`src/rtl/fpu_operand_loader.sv`:
```
// Front end of the 16-bit FPU: collects operand A, operand B and opcode over a
// valid/ready stream, unpacks the halves, and sequences the control-stage start burst.
module fpu_operand_loader #(
    parameter int unsigned TIMEOUT_CYCLES = 255
) (
    input  logic        clk,
    input  logic        rst,
    input  logic        go,
    input  logic [15:0] din,
    input  logic        din_valid,
    output logic        din_ready,
    output logic [17:0] A,
    output logic [17:0] B,
    output logic [1:0]  O,
    output logic        start,
    input  logic        done,
    output logic        busy,
    output logic        exc,
    output logic        timeout
);

    typedef enum logic [2:0] {
        S_IDLE,
        S_LOAD_A,
        S_LOAD_B,
        S_LOAD_OP,
        S_ISSUE,
        S_WAIT_DONE
    } state_e;

    localparam logic [7:0] WAIT_LAST = 8'(TIMEOUT_CYCLES - 1);
    localparam logic [4:0] EXP_SPECIAL = 5'h1F;

    state_e      state_q, state_d;
    logic [17:0] a_q, a_d;
    logic [17:0] b_q, b_d;
    logic [1:0]  o_q, o_d;
    logic [1:0]  issue_cnt_q, issue_cnt_d;
    logic [7:0]  wait_cnt_q, wait_cnt_d;
    logic        exc_q, exc_d;
    logic        timeout_q, timeout_d;

    // Bit 11 stays zero as carry headroom; hidden bit is clear for zero/subnormals.
    function automatic logic [17:0] unpack_half(input logic [15:0] w);
        return {w[15], w[14:10], 1'b0, (w[14:10] != 5'd0), w[9:0]};
    endfunction

    // Handshake, start and busy are Moore decodes so no input reaches an output.
    assign din_ready = (state_q == S_LOAD_A) || (state_q == S_LOAD_B) ||
                       (state_q == S_LOAD_OP);
    assign start     = (state_q == S_ISSUE);
    assign busy      = (state_q != S_IDLE);
    assign A         = a_q;
    assign B         = b_q;
    assign O         = o_q;
    assign exc       = exc_q;
    assign timeout   = timeout_q;

    always_comb begin
        // NOTE: every signal gets a default before the case so no latch is inferred.
        state_d     = state_q;
        a_d         = a_q;
        b_d         = b_q;
        o_d         = o_q;
        issue_cnt_d = issue_cnt_q;
        wait_cnt_d  = wait_cnt_q;
        exc_d       = 1'b0;
        timeout_d   = 1'b0;

        unique case (state_q)
            S_IDLE: begin
                issue_cnt_d = 2'd0;
                wait_cnt_d  = 8'd0;
                if (go) begin
                    state_d = S_LOAD_A;
                end
            end
            S_LOAD_A: begin
                if (din_valid) begin
                    a_d     = unpack_half(din);
                    state_d = S_LOAD_B;
                end
            end
            S_LOAD_B: begin
                if (din_valid) begin
                    b_d     = unpack_half(din);
                    state_d = S_LOAD_OP;
                end
            end
            S_LOAD_OP: begin
                if (din_valid) begin
                    o_d = din[1:0];
                    if ((a_q[16:12] == EXP_SPECIAL) || (b_q[16:12] == EXP_SPECIAL)) begin
                        exc_d   = 1'b1;
                        state_d = S_IDLE;
                    end else begin
                        issue_cnt_d = 2'd0;
                        state_d     = S_ISSUE;
                    end
                end
            end
            S_ISSUE: begin
                issue_cnt_d = issue_cnt_q + 2'd1;
                if (issue_cnt_q == 2'd3) begin
                    wait_cnt_d = 8'd0;
                    state_d    = S_WAIT_DONE;
                end
            end
            S_WAIT_DONE: begin
                // done has priority over a timeout falling on the same cycle.
                if (done) begin
                    wait_cnt_d = 8'd0;
                    state_d    = S_IDLE;
                end else if (wait_cnt_q == WAIT_LAST) begin
                    wait_cnt_d = 8'd0;
                    timeout_d  = 1'b1;
                    state_d    = S_IDLE;
                end else begin
                    wait_cnt_d = wait_cnt_q + 8'd1;
                end
            end
            default: begin
                state_d = S_IDLE;
            end
        endcase
    end

    always_ff @(posedge clk) begin
        if (rst) begin
            state_q     <= S_IDLE;
            a_q         <= 18'd0;
            b_q         <= 18'd0;
            o_q         <= 2'd0;
            issue_cnt_q <= 2'd0;
            wait_cnt_q  <= 8'd0;
            exc_q       <= 1'b0;
            timeout_q   <= 1'b0;
        end else begin
            state_q     <= state_d;
            a_q         <= a_d;
            b_q         <= b_d;
            o_q         <= o_d;
            issue_cnt_q <= issue_cnt_d;
            wait_cnt_q  <= wait_cnt_d;
            exc_q       <= exc_d;
            timeout_q   <= timeout_d;
        end
    end

endmodule

```
`config.mk`:
```
export PLATFORM = sky130hd
export DESIGN_NAME = fpu_operand_loader
export DESIGN_NICKNAME = d
export VERILOG_FILES = /design/src/rtl/fpu_operand_loader.sv
export SDC_FILE = /design/constraint.sdc
export NUM_CORES = 1
export LEC_CHECK = 0
export BUFFER_PORTS_ARGS = -buffer_cell sky130_fd_sc_hd__clkbuf_2
export CAP_MARGIN = 15
export CORE_MARGIN = 2
export CORE_UTILIZATION = 32
export CTS_BUF_LIST = sky130_fd_sc_hd__clkbuf_4 sky130_fd_sc_hd__clkbuf_8
export DETAILED_ROUTE_END_ITERATION = 16
export GPL_TIMING_DRIVEN = 0
export PLACE_DENSITY = 0.53
export SLEW_MARGIN = 5
export SYNTH_ARGS = -nofsm -noshare
export SYNTH_HDL_FRONTEND = slang
export SYNTH_SLANG_ARGS = --single-unit
```
`constraint.sdc`:
```
create_clock -name clk -period 2.1 [get_ports clk]
set_input_delay 0.63 -clock clk [delete_from_list [all_inputs] [get_ports clk]]
set_output_delay 0.63 -clock clk [all_outputs]
set_load 0.05 [all_outputs]
```
==> results.md, run 1 <==
- I/O pin count: 64
- Core Region: 6350 sq um
- CP peak stage delay: 0.38 ns
- H-Tree Depth: 2
- Commonest cells after routing, fill and taps aside: nand2_1, clkbuf_2, dfxtp_1
- Drt pass-1 iters: 4
- Synth area leader: dfxtp_1
- Register bit total from synthesis: 51
- CTS Sinks: 51
- Nature of the critical path endpoint: primary output
- Detailed placer's ending HPWL: 3.88 mm
- DIE AREA: 7230 sq um
- Clk root buf: clkbuf_8
- Clk buf depth: 2
- Max Freq: 497 MHz
- Final Worst Setup Slack: 0.0885 ns
- Clk_lat worst skew: 0.30 ns
- Crit path max-delay cell type: dfxtp_4
- Pwr Density: 1120 nW/um^2
- DRT Wirelength: 5.34 mm
- Number of synthesized flops with an enable pin: 0
- Final setup fails: 0
- Maximum vdd drop: 0.559 mV
- First-pass GRT wire length: 8.86 mm
- Post-synth top area share: 48.6%
- Crit path max fanout: 10
- Post-synthesis async set-or-reset flop share: 0%
- Initial antenna violation count: 0
- Met2 WL: 2.49 mm
- Commonest non-fill, non-tap cell in the layout: nand2_1
- Highest routed layer: met4
- Setup repair after global routing missed its margin: false
- Residual DRC: 0
- Status: finished, final reports clean
- Ys flop type: dfxtp_1
- Routed WL per cell: 13.4 um
- Final Hold Vio Count: 0
- Routed wl met3: 299 um
- WP data arrival: 1.38 ns
- R2R setup slack: 0.32 ns
- Pre-CTS WS: 0.0866 ns
- Core Util, Final: 41.7%
- Hold crit path type: reg2reg
- Initial DRC count: 70
- Met1 wire length: 2.50 mm
- Post-Synthesis Cells: 252
- Final RePlAce weighted congestion: 0.736
- Synth Area per Inst: 8.34 sq um
- Tot Pwr: 2.96 mW
- Via count: 1932
- CTS tree: built
- Total track usage: 15.3%
- Post-route ant nets: 0
- Via density: 4.84
- Fin crit period: 2.01 ns
- Max Slew Vio Count: 0
- Synth warnings: 0
- Horiz. Die Dim: 85.1 um
- Filler Cell Count: 680
- WP data required: 1.47 ns
- Total CTS buffers: 5
- Via count of the first global-routing pass: 1833
- Initial core utilization: 33.1%
- Critical path launch point type: flop
- Clock Skews: 0.0118 ns
- Slew @ Worst Pin: 0.570 ns
- IO Port Bufs: 61
- Cell variety after synth: 45
- Tcrit/Tclk final: 95.8%
- Crit path cell chain: buf_4, or3_1, buf_6
- Post-Syn Area: 2100 sq um
- Max Cap Violations: 0
- Clk slew on worst S/H paths: 0.10 ns
- Nets@finish: 345
- TNS Setup: 0 ns
- Critical path class: reg2out
- Leak: 1.07 nW
- Diodes inserted: 0
- Slew margin rel.: 61.7%
- Remaining global-route overflow: 0
- Share of layout cells above drive strength 1: 26.4%
- Placement Rows: 29
- Register area share after synthesis: 48.6%
- Die Ht: 85.1 um
- Largest net degree at the start of global routing: 17
- Synth top area cells: dfxtp_1, nand2_1, a21oi_1
- Synthesis-to-finish area growth: 26.0%
-- worst paths after layout --
kind,cells after the start,start,end
setup / recovery,3,state_q[1],busy
hold / removal,2,B[17],B[17]
setup reg to reg,5,issue_cnt_q[0],wait_cnt_q[2]
hold reg to reg,2,B[17],B[17]
-- cell families after synthesis --
| group | synth area share (%) |
|---|---|
| other | 0.178 |
| xor gates and xnor gates | 2.50 |
| AOI/OAI and AO/OA | 13.7 |
| muxes | 1.90 |
| buffers and inverters | 3.93 |
| DFF | 48.6 |
| and+or+nand+nor | 27.4 |
| adders and majority gates | 1.79 |
-- per-layer routing --
layer  track usage [%]  vias up
li1                  -      995
met1              20.2      881
met2              24.6       51
met3              4.09        5
met4              4.76        0
met5                 0        -
-- report_power, final --
group	internal [mW]	switching (mW)
Sequential	1.08	0.0842
Clock	0.373	0.335
Combinational	0.312	0.777
-- cells in the mapped netlist (2+ instances only) --
| master | number |
|---|---|
| nor2_1 | 14 |
| and4_1 | 2 |
| a211oi_1 | 4 |
| nand3_1 | 6 |
| a21oi_1 | 33 |
| inv_1 | 2 |
| o31ai_1 | 2 |
| or4_1 | 2 |
| ha_1 | 3 |
| nor2b_1 | 2 |
| buf_2 | 6 |
| nor3_1 | 5 |
| nand2_1 | 69 |
| xnor2_1 | 5 |
| mux2i_1 | 4 |
| clkbuf_1 | 7 |
| nand2b_1 | 3 |
| dfxtp_1 | 51 |
| a31oi_1 | 2 |
| buf_4 | 2 |
| nor4_1 | 4 |
-- stage by stage --
stage	cells	hold slack [ns]	cell area, sq um
after floorplan	253	0.452	2110
after global placement	391	0.445	2510
after detailed placement	391	0.449	2510
after CTS	399	0.463	2640
after global routing	399	0.476	2650
final	399	0.458	2650
-- final cells by class --
cell class / count / area, sq um / area share (%)
clock inverter: 2 / 38.8 / 1.47
inverter: 3 / 11.3 / 0.425
multi-input combinational: 184 / 1010 / 38.1
timing repair buffer: 61 / 314 / 11.9
clock buffer: 6 / 76.3 / 2.88
tap: 77 / 96.3 / 3.64
buffer: 15 / 76.3 / 2.88
sequential: 51 / 1020 / 38.7
-- state kept, by name, indices dropped and copies added (netlist names) --
signal       count
wait_cnt_q       8
O                2
A               17
timeout          1
exc              1
B               17
state_q          3
issue_cnt_q      2
-- critical path: cells and delay by family, from the launching register on --
family	cells	cell delay [ns]
and+or+nand+nor	1	0.36
DFF	1	0.38
buffers and inverters	2	0.34
-- what timing repair did --
action                     4_1_cts  5_1_grt
setup endpoints to repair        3        2
hold buffers                     0        0
setup buffers                    0        0
pin swaps                        0        1
gates resized for setup          6        6
Note: power is estimated with default switching activity, not from simulation.
==> run 2: changes to the inputs <==
Clock period 2.1 ns to 2.17 ns, I/O delays scaled along.
==> results.md, run 2 (synthesis results as in run 1) <==
- Clk slew on worst S/H paths: 0.10 ns (about the same)
- Reg2reg start: issue_cnt_q[0]
- Synthesis-to-finish area growth: 25.5%
- Post-route ant nets: 0 (unchanged)
- H-Tree Depth: 2 (unchanged)
- Filler Cell Count: 682 (+0.29%)
- First-pass GRT wire length: 8.87 mm (+0.16%)
- Initial DRC count: 74 (+5.7%)
- Die Ht: 85.1 um (unchanged)
- Detailed placer's ending HPWL: 3.88 mm (unchanged)
- Maximum vdd drop: 0.493 mV (-12%)
- Via density: 4.84 (-0.10%)
- Non-Filler Instances: 399 (unchanged)
- Hold_buf cts: 0 (unchanged)
- Routed WL per cell: 13.4 um (about the same)
- WP data arrival: 1.42 ns (+0.04 ns)
- Final RePlAce weighted congestion: 0.736 (unchanged)
- IO Port Bufs: 61 (unchanged)
- Commonest non-fill, non-tap cell in the layout: nand2_1
- Critical path class: reg2out
- CTS Sinks: 51 (unchanged)
- Remaining global-route overflow: 0 (unchanged)
- R2R setup slack: 0.39 ns (+0.07 ns)
- WP data required: 1.52 ns (+0.05 ns)
- Pwr Density: 1080 nW/um^2 (-3.6%)
- Via count of the first global-routing pass: 1839 (+0.33%)
- Drt pass-1 iters: 4 (unchanged)
- Setup repair after global routing missed its margin: false
- Nature of the critical path endpoint: primary output
- Commonest cells after routing, fill and taps aside: nand2_1, clkbuf_2, dfxtp_1
- RR Endpoint: wait_cnt_q[2]
- Horiz. Die Dim: 85.1 um (unchanged)
- Largest net degree at the start of global routing: 17 (unchanged)
- Via count: 1930 (-0.10%)
- Core Util, Final: 41.6% (-0.14 points)
- Placed insts: 391 (unchanged)
- TNS Setup: 0 ns (unchanged)
- Final setup fails: 0 (unchanged)
- Initial antenna violation count: 0 (unchanged)
- I/O pin count: 64 (unchanged)
- Placement Rows: 29 (unchanged)
- Final instance area: 2640 sq um (-0.33%)
- Leak: 1.07 nW (-0.25%)
- Core Region: 6350 sq um (unchanged)
- Max Cap Violations: 0 (unchanged)
- Total CTS buffers: 5 (unchanged)
- Clock Skews: 0.0116 ns (-0.000237 ns)
- Clk root buf: clkbuf_8
- Hold crit path type: reg2reg
- CTS tree: built
- Share of layout cells above drive strength 1: 26.4% (unchanged)
- Total track usage: 15.3% (-0.020 points)
- Tcrit/Tclk final: 95.6%
- Reg area: 1020 sq um (-0.24%)
- Status: finished, final reports clean
- Clk buf depth: 2 (unchanged)
- Placed cell area: 2510 sq um (unchanged)
- Residual DRC: 0 (unchanged)
- Tot Pwr: 2.84 mW (-3.9%)
- Initial core utilization: 33.1% (unchanged)
- Max Freq: 482 MHz
- Crit path max fanout: 10 (unchanged)
- Critical path launch point type: flop
- Worst setup path endpoint: busy
- Final Hold Vio Count: 0 (unchanged)
- DRT Wirelength: 5.34 mm (about the same)
- Nets@finish: 345 (unchanged)
- Slew @ Worst Pin: 0.570 ns (-0.0000787 ns)
- Slew margin rel.: 61.7% (about the same)
- DIE AREA: 7230 sq um (unchanged)
- Worst setup path start: state_q[0]
- Worst-case reg-to-reg path depth: 5 (unchanged)
- Hold Path Cell Cnt: 2 (unchanged)
- Clk_lat worst skew: 0.30 ns (about the same)
- Diodes inserted: 0 (unchanged)
- Max Slew Vio Count: 0 (unchanged)
- Fin crit period: 2.08 ns
- Multi-input gate area: 1010 sq um (unchanged)
==> run 2: worst min-delay path by stage <==
stage | slack (ns) | end | from
6_report | 0.46 | B[17] | B[17]
5_1_grt | 0.48 | A[5] | A[5]
4_1_cts | 0.46 | B[17] | B[17]
3_5_place_dp | 0.45 | B[17] | B[17]
3_3_place_gp | 0.44 | B[17] | B[17]
2_1_floorplan | 0.45 | wait_cnt_q[5] | wait_cnt_q[5]
==> run 2: metrics by stage <==
step           hold slack [ns]  worst slack, ns
6_report                 0.458           0.0948
5_1_grt                  0.476          0.00877
4_1_cts                  0.463           0.0137
3_5_place_dp             0.449            0.136
3_3_place_gp             0.445            0.131
2_1_floorplan            0.452            0.245
==> run 2: worst max-delay path, cell delays in order, from the launching register on <==
cell and delay, ns:
dfxtp_1 0.34, buf_2 0.20, or3_1 0.38, clkbuf_4 0.22
==> run 2: power breakdown <==
| part | switching, mW | internal, mW | total (mW) |
|---|---|---|---|
| registers | 0.0809 | 1.04 | 1.12 |
| clock network | 0.324 | 0.361 | 0.685 |
| logic | 0.750 | 0.287 | 1.04 |
| total | 1.15 | 1.69 | 2.84 |
==> run 2: layout make-up <==
class,count,area share [%]
multi-input cells,184,38.3
plain buffers,15,2.80
repair buffers,61,11.8
well taps,77,3.65
clock inverters,2,1.47
flip-flops and latches,51,38.7
clock buffers,6,2.89
inverters,3,0.427
==> run 2: metal layers <==
layer	GRT usage [%]	routed length [um]	vias to the layer above
met3	4.09	295	5
met1	20.1	2510	881
met4	4.76	46	0
li1	-	-	995
met2	24.6	2490	49
met5	0	0	-
==> run 2: timing repair <==
item	in CTS	in global routing
resized for setup	4	3
pin swaps	0	1
buffers inserted	0	0
endpoints found under the setup margin	1	2
==> run 3: changes to the inputs <==
--- a/constraint.sdc
+++ b/constraint.sdc
@@ -3,2 +3,2 @@
 set_output_delay 0.651 -clock clk [all_outputs]
-set_load 0.05 [all_outputs]
+set_load 0.1 [all_outputs]
==> results.md, run 3 (synthesis results as in run 1) <==
- Clk root buf: clkbuf_8
- Initial core utilization: 33.1% (unchanged)
- Commonest non-fill, non-tap cell in the layout: nand2_1
- Max Freq: 472 MHz (-2.0%)
- Worst-case reg-to-reg path depth: 5 (unchanged)
- IO Port Bufs: 61 (unchanged)
- Reg area: 1020 sq um (unchanged)
- Total track usage: 15.1% (-0.20 points)
- Critical path launch point type: flop
- CP peak stage delay: 0.37 ns (about the same)
- Clk buf depth: 2 (unchanged)
- Initial antenna violation count: 0 (unchanged)
- Placed cell area: 2510 sq um (+0.10%)
- Final instance area: 2630 sq um (-0.38%)
- Nature of the critical path endpoint: primary output
- Core Region: 6350 sq um (unchanged)
- Routed WL per cell: 13.2 um (-1.6%)
- Hold crit path type: reg2reg
- Hold Path Cell Cnt: 2 (unchanged)
- Total CTS buffers: 5 (unchanged)
- Pwr Density: 1180 nW/um^2 (+9.6%)
- Tcrit/Tclk final: 97.6% (+1.9 points)
- CTS Sinks: 51 (unchanged)
- Residual DRC: 0 (unchanged)
- Slew @ Worst Pin: 0.628 ns (+0.0580 ns)
- Clk_lat worst skew: 0.30 ns (about the same)
- Share of layout cells above drive strength 1: 26.7% (+0.31 points)
- Synthesis-to-finish area growth: 25.1%
- Hold Crit Endpoint: B[17]
- Reg2reg start: issue_cnt_q[0]
- WP data arrival: 1.47 ns (+0.05 ns)
- Remaining global-route overflow: 0 (unchanged)
- Drt pass-1 iters: 4 (unchanged)
- H-Tree Depth: 2 (unchanged)
- Commonest cells after routing, fill and taps aside: nand2_1, clkbuf_2, dfxtp_1
- Via count: 1935 (+0.26%)
- Placement Rows: 29 (unchanged)
- Clock Skews: 0.00540 ns (-0.00617 ns)
- Via count of the first global-routing pass: 1842 (+0.16%)
- Final Hold Vio Count: 0 (unchanged)
- Final RePlAce weighted congestion: 0.795 (+8.1%)
- Crit path max fanout: 10 (unchanged)
- Multi-input gate area: 1010 sq um (+0.25%)
- CP bufs+invs: 2 (unchanged)
- Diodes inserted: 0 (unchanged)
- Largest net degree at the start of global routing: 17 (unchanged)
- Max Cap Violations: 0 (unchanged)
- Slew margin rel.: 57.8% (-3.9 points)
- Via density: 4.85 (+0.26%)
- First-pass GRT wire length: 8.91 mm (+0.46%)
- Final setup fails: 0 (unchanged)
- Max Slew Vio Count: 0 (unchanged)
- Die Ht: 85.1 um (unchanged)
- Crit path max-delay cell type: dfxtp_2
- Setup repair after global routing missed its margin: false
- Initial DRC count: 70 (-5.4%)
- Clk slew on worst S/H paths: 0.09 ns (about the same)
- CTS tree: built
- Filler Cell Count: 663 (-2.8%)
- Critical path class: reg2out
- DIE AREA: 7230 sq um (unchanged)
- Core Util, Final: 41.4% (-0.16 points)
- Post-route ant nets: 0 (unchanged)
- Crit-path leading delay family: buffers and inverters
- Hold Startpoint: B[17]
- Leak: 1.06 nW (-0.58%)
- Status: finished, final reports clean
- DRT Wirelength: 5.26 mm (-1.6%)
- Nets@finish: 345 (unchanged)
- WP data required: 1.52 ns (about the same)
- Maximum vdd drop: 0.577 mV (+17%)
- I/O pin count: 64 (unchanged)
- RR Endpoint: wait_cnt_q[7]
- Crit path cell chain: buf_4, or3_1, clkbuf_8
- Detailed placer's ending HPWL: 3.89 mm (+0.38%)
- Horiz. Die Dim: 85.1 um (unchanged)
- R2R setup slack: 0.39 ns (about the same)
- Fin crit period: 2.12 ns (+0.0417 ns)
run 3: final cells by class:
class,instances,share of cell area [%]
flip-flops and latches,51,38.9
well taps,77,3.66
clock buffers,5,2.62
inverters,3,0.428
plain buffers,15,2.81
repair buffers,61,12.4
clock inverters,3,0.714
multi-input cells,184,38.5
run 3: worst max path at each step:
stage	start	to	slack (ns)	cells after the start
4_1_cts	state_q[1]	busy	0.05	3
5_1_grt	state_q[1]	busy	0.001	3
3_5_place_dp	state_q[0]	start	-0.03	5
2_1_floorplan	state_q[0]	start	0.05	4
6_report	state_q[1]	busy	0.05	3
3_3_place_gp	state_q[0]	start	-0.01	5
run 3: routing by layer:
layer / vias to the layer above / wire (um) / global-route usage, %
li1: 999 / - / -
met1: 884 / 2430 / 19.7
met2: 46 / 2420 / 24.2
met3: 6 / 359 / 5.06
met4: 0 / 49 / 3.75
met5: - / 0 / 0
run 3: worst register-to-register path, stage by stage (launching register included):
cell	delay, ns
dfxtp_1	0.35
ha_1	0.19
nor3b_2	0.09
nor3_1	0.54
a2bb2oi_2	0.37
o21ai_1	0.12
run 3: timing repair:
item / in CTS / in global routing
hold buffers: 0 / 0
buffers inserted: 0 / 0
setup endpoints to repair: 3 / 1
gates resized for setup: 9 / 0
pin swaps: 0 / 1
run 3: per-stage QoR:
| step | setup WS, ns | power [mW] | hold WS, ns | std cells | TNS (ns) |
|---|---|---|---|---|---|
| 2_1_floorplan | 0.0523 | 2.29 | 0.452 | 253 | 0 |
| 3_3_place_gp | -0.0122 | 2.53 | 0.445 | 391 | -0.0122 |
| 3_5_place_dp | -0.0276 | 2.53 | 0.448 | 391 | -0.0276 |
| 4_1_cts | 0.0454 | 3.14 | 0.462 | 399 | 0 |
| 5_1_grt | 0.00105 | 3.27 | 0.488 | 399 | 0 |
| 6_report | 0.0530 | 3.10 | 0.456 | 399 | 0 |
run 3: power by group:
| group | internal (mW) | switching (mW) |
|---|---|---|
| Combinational | 0.309 | 1.13 |
| Sequential | 1.04 | 0.0783 |
| Clock | 0.228 | 0.321 |
| Total | 1.58 | 1.53 |
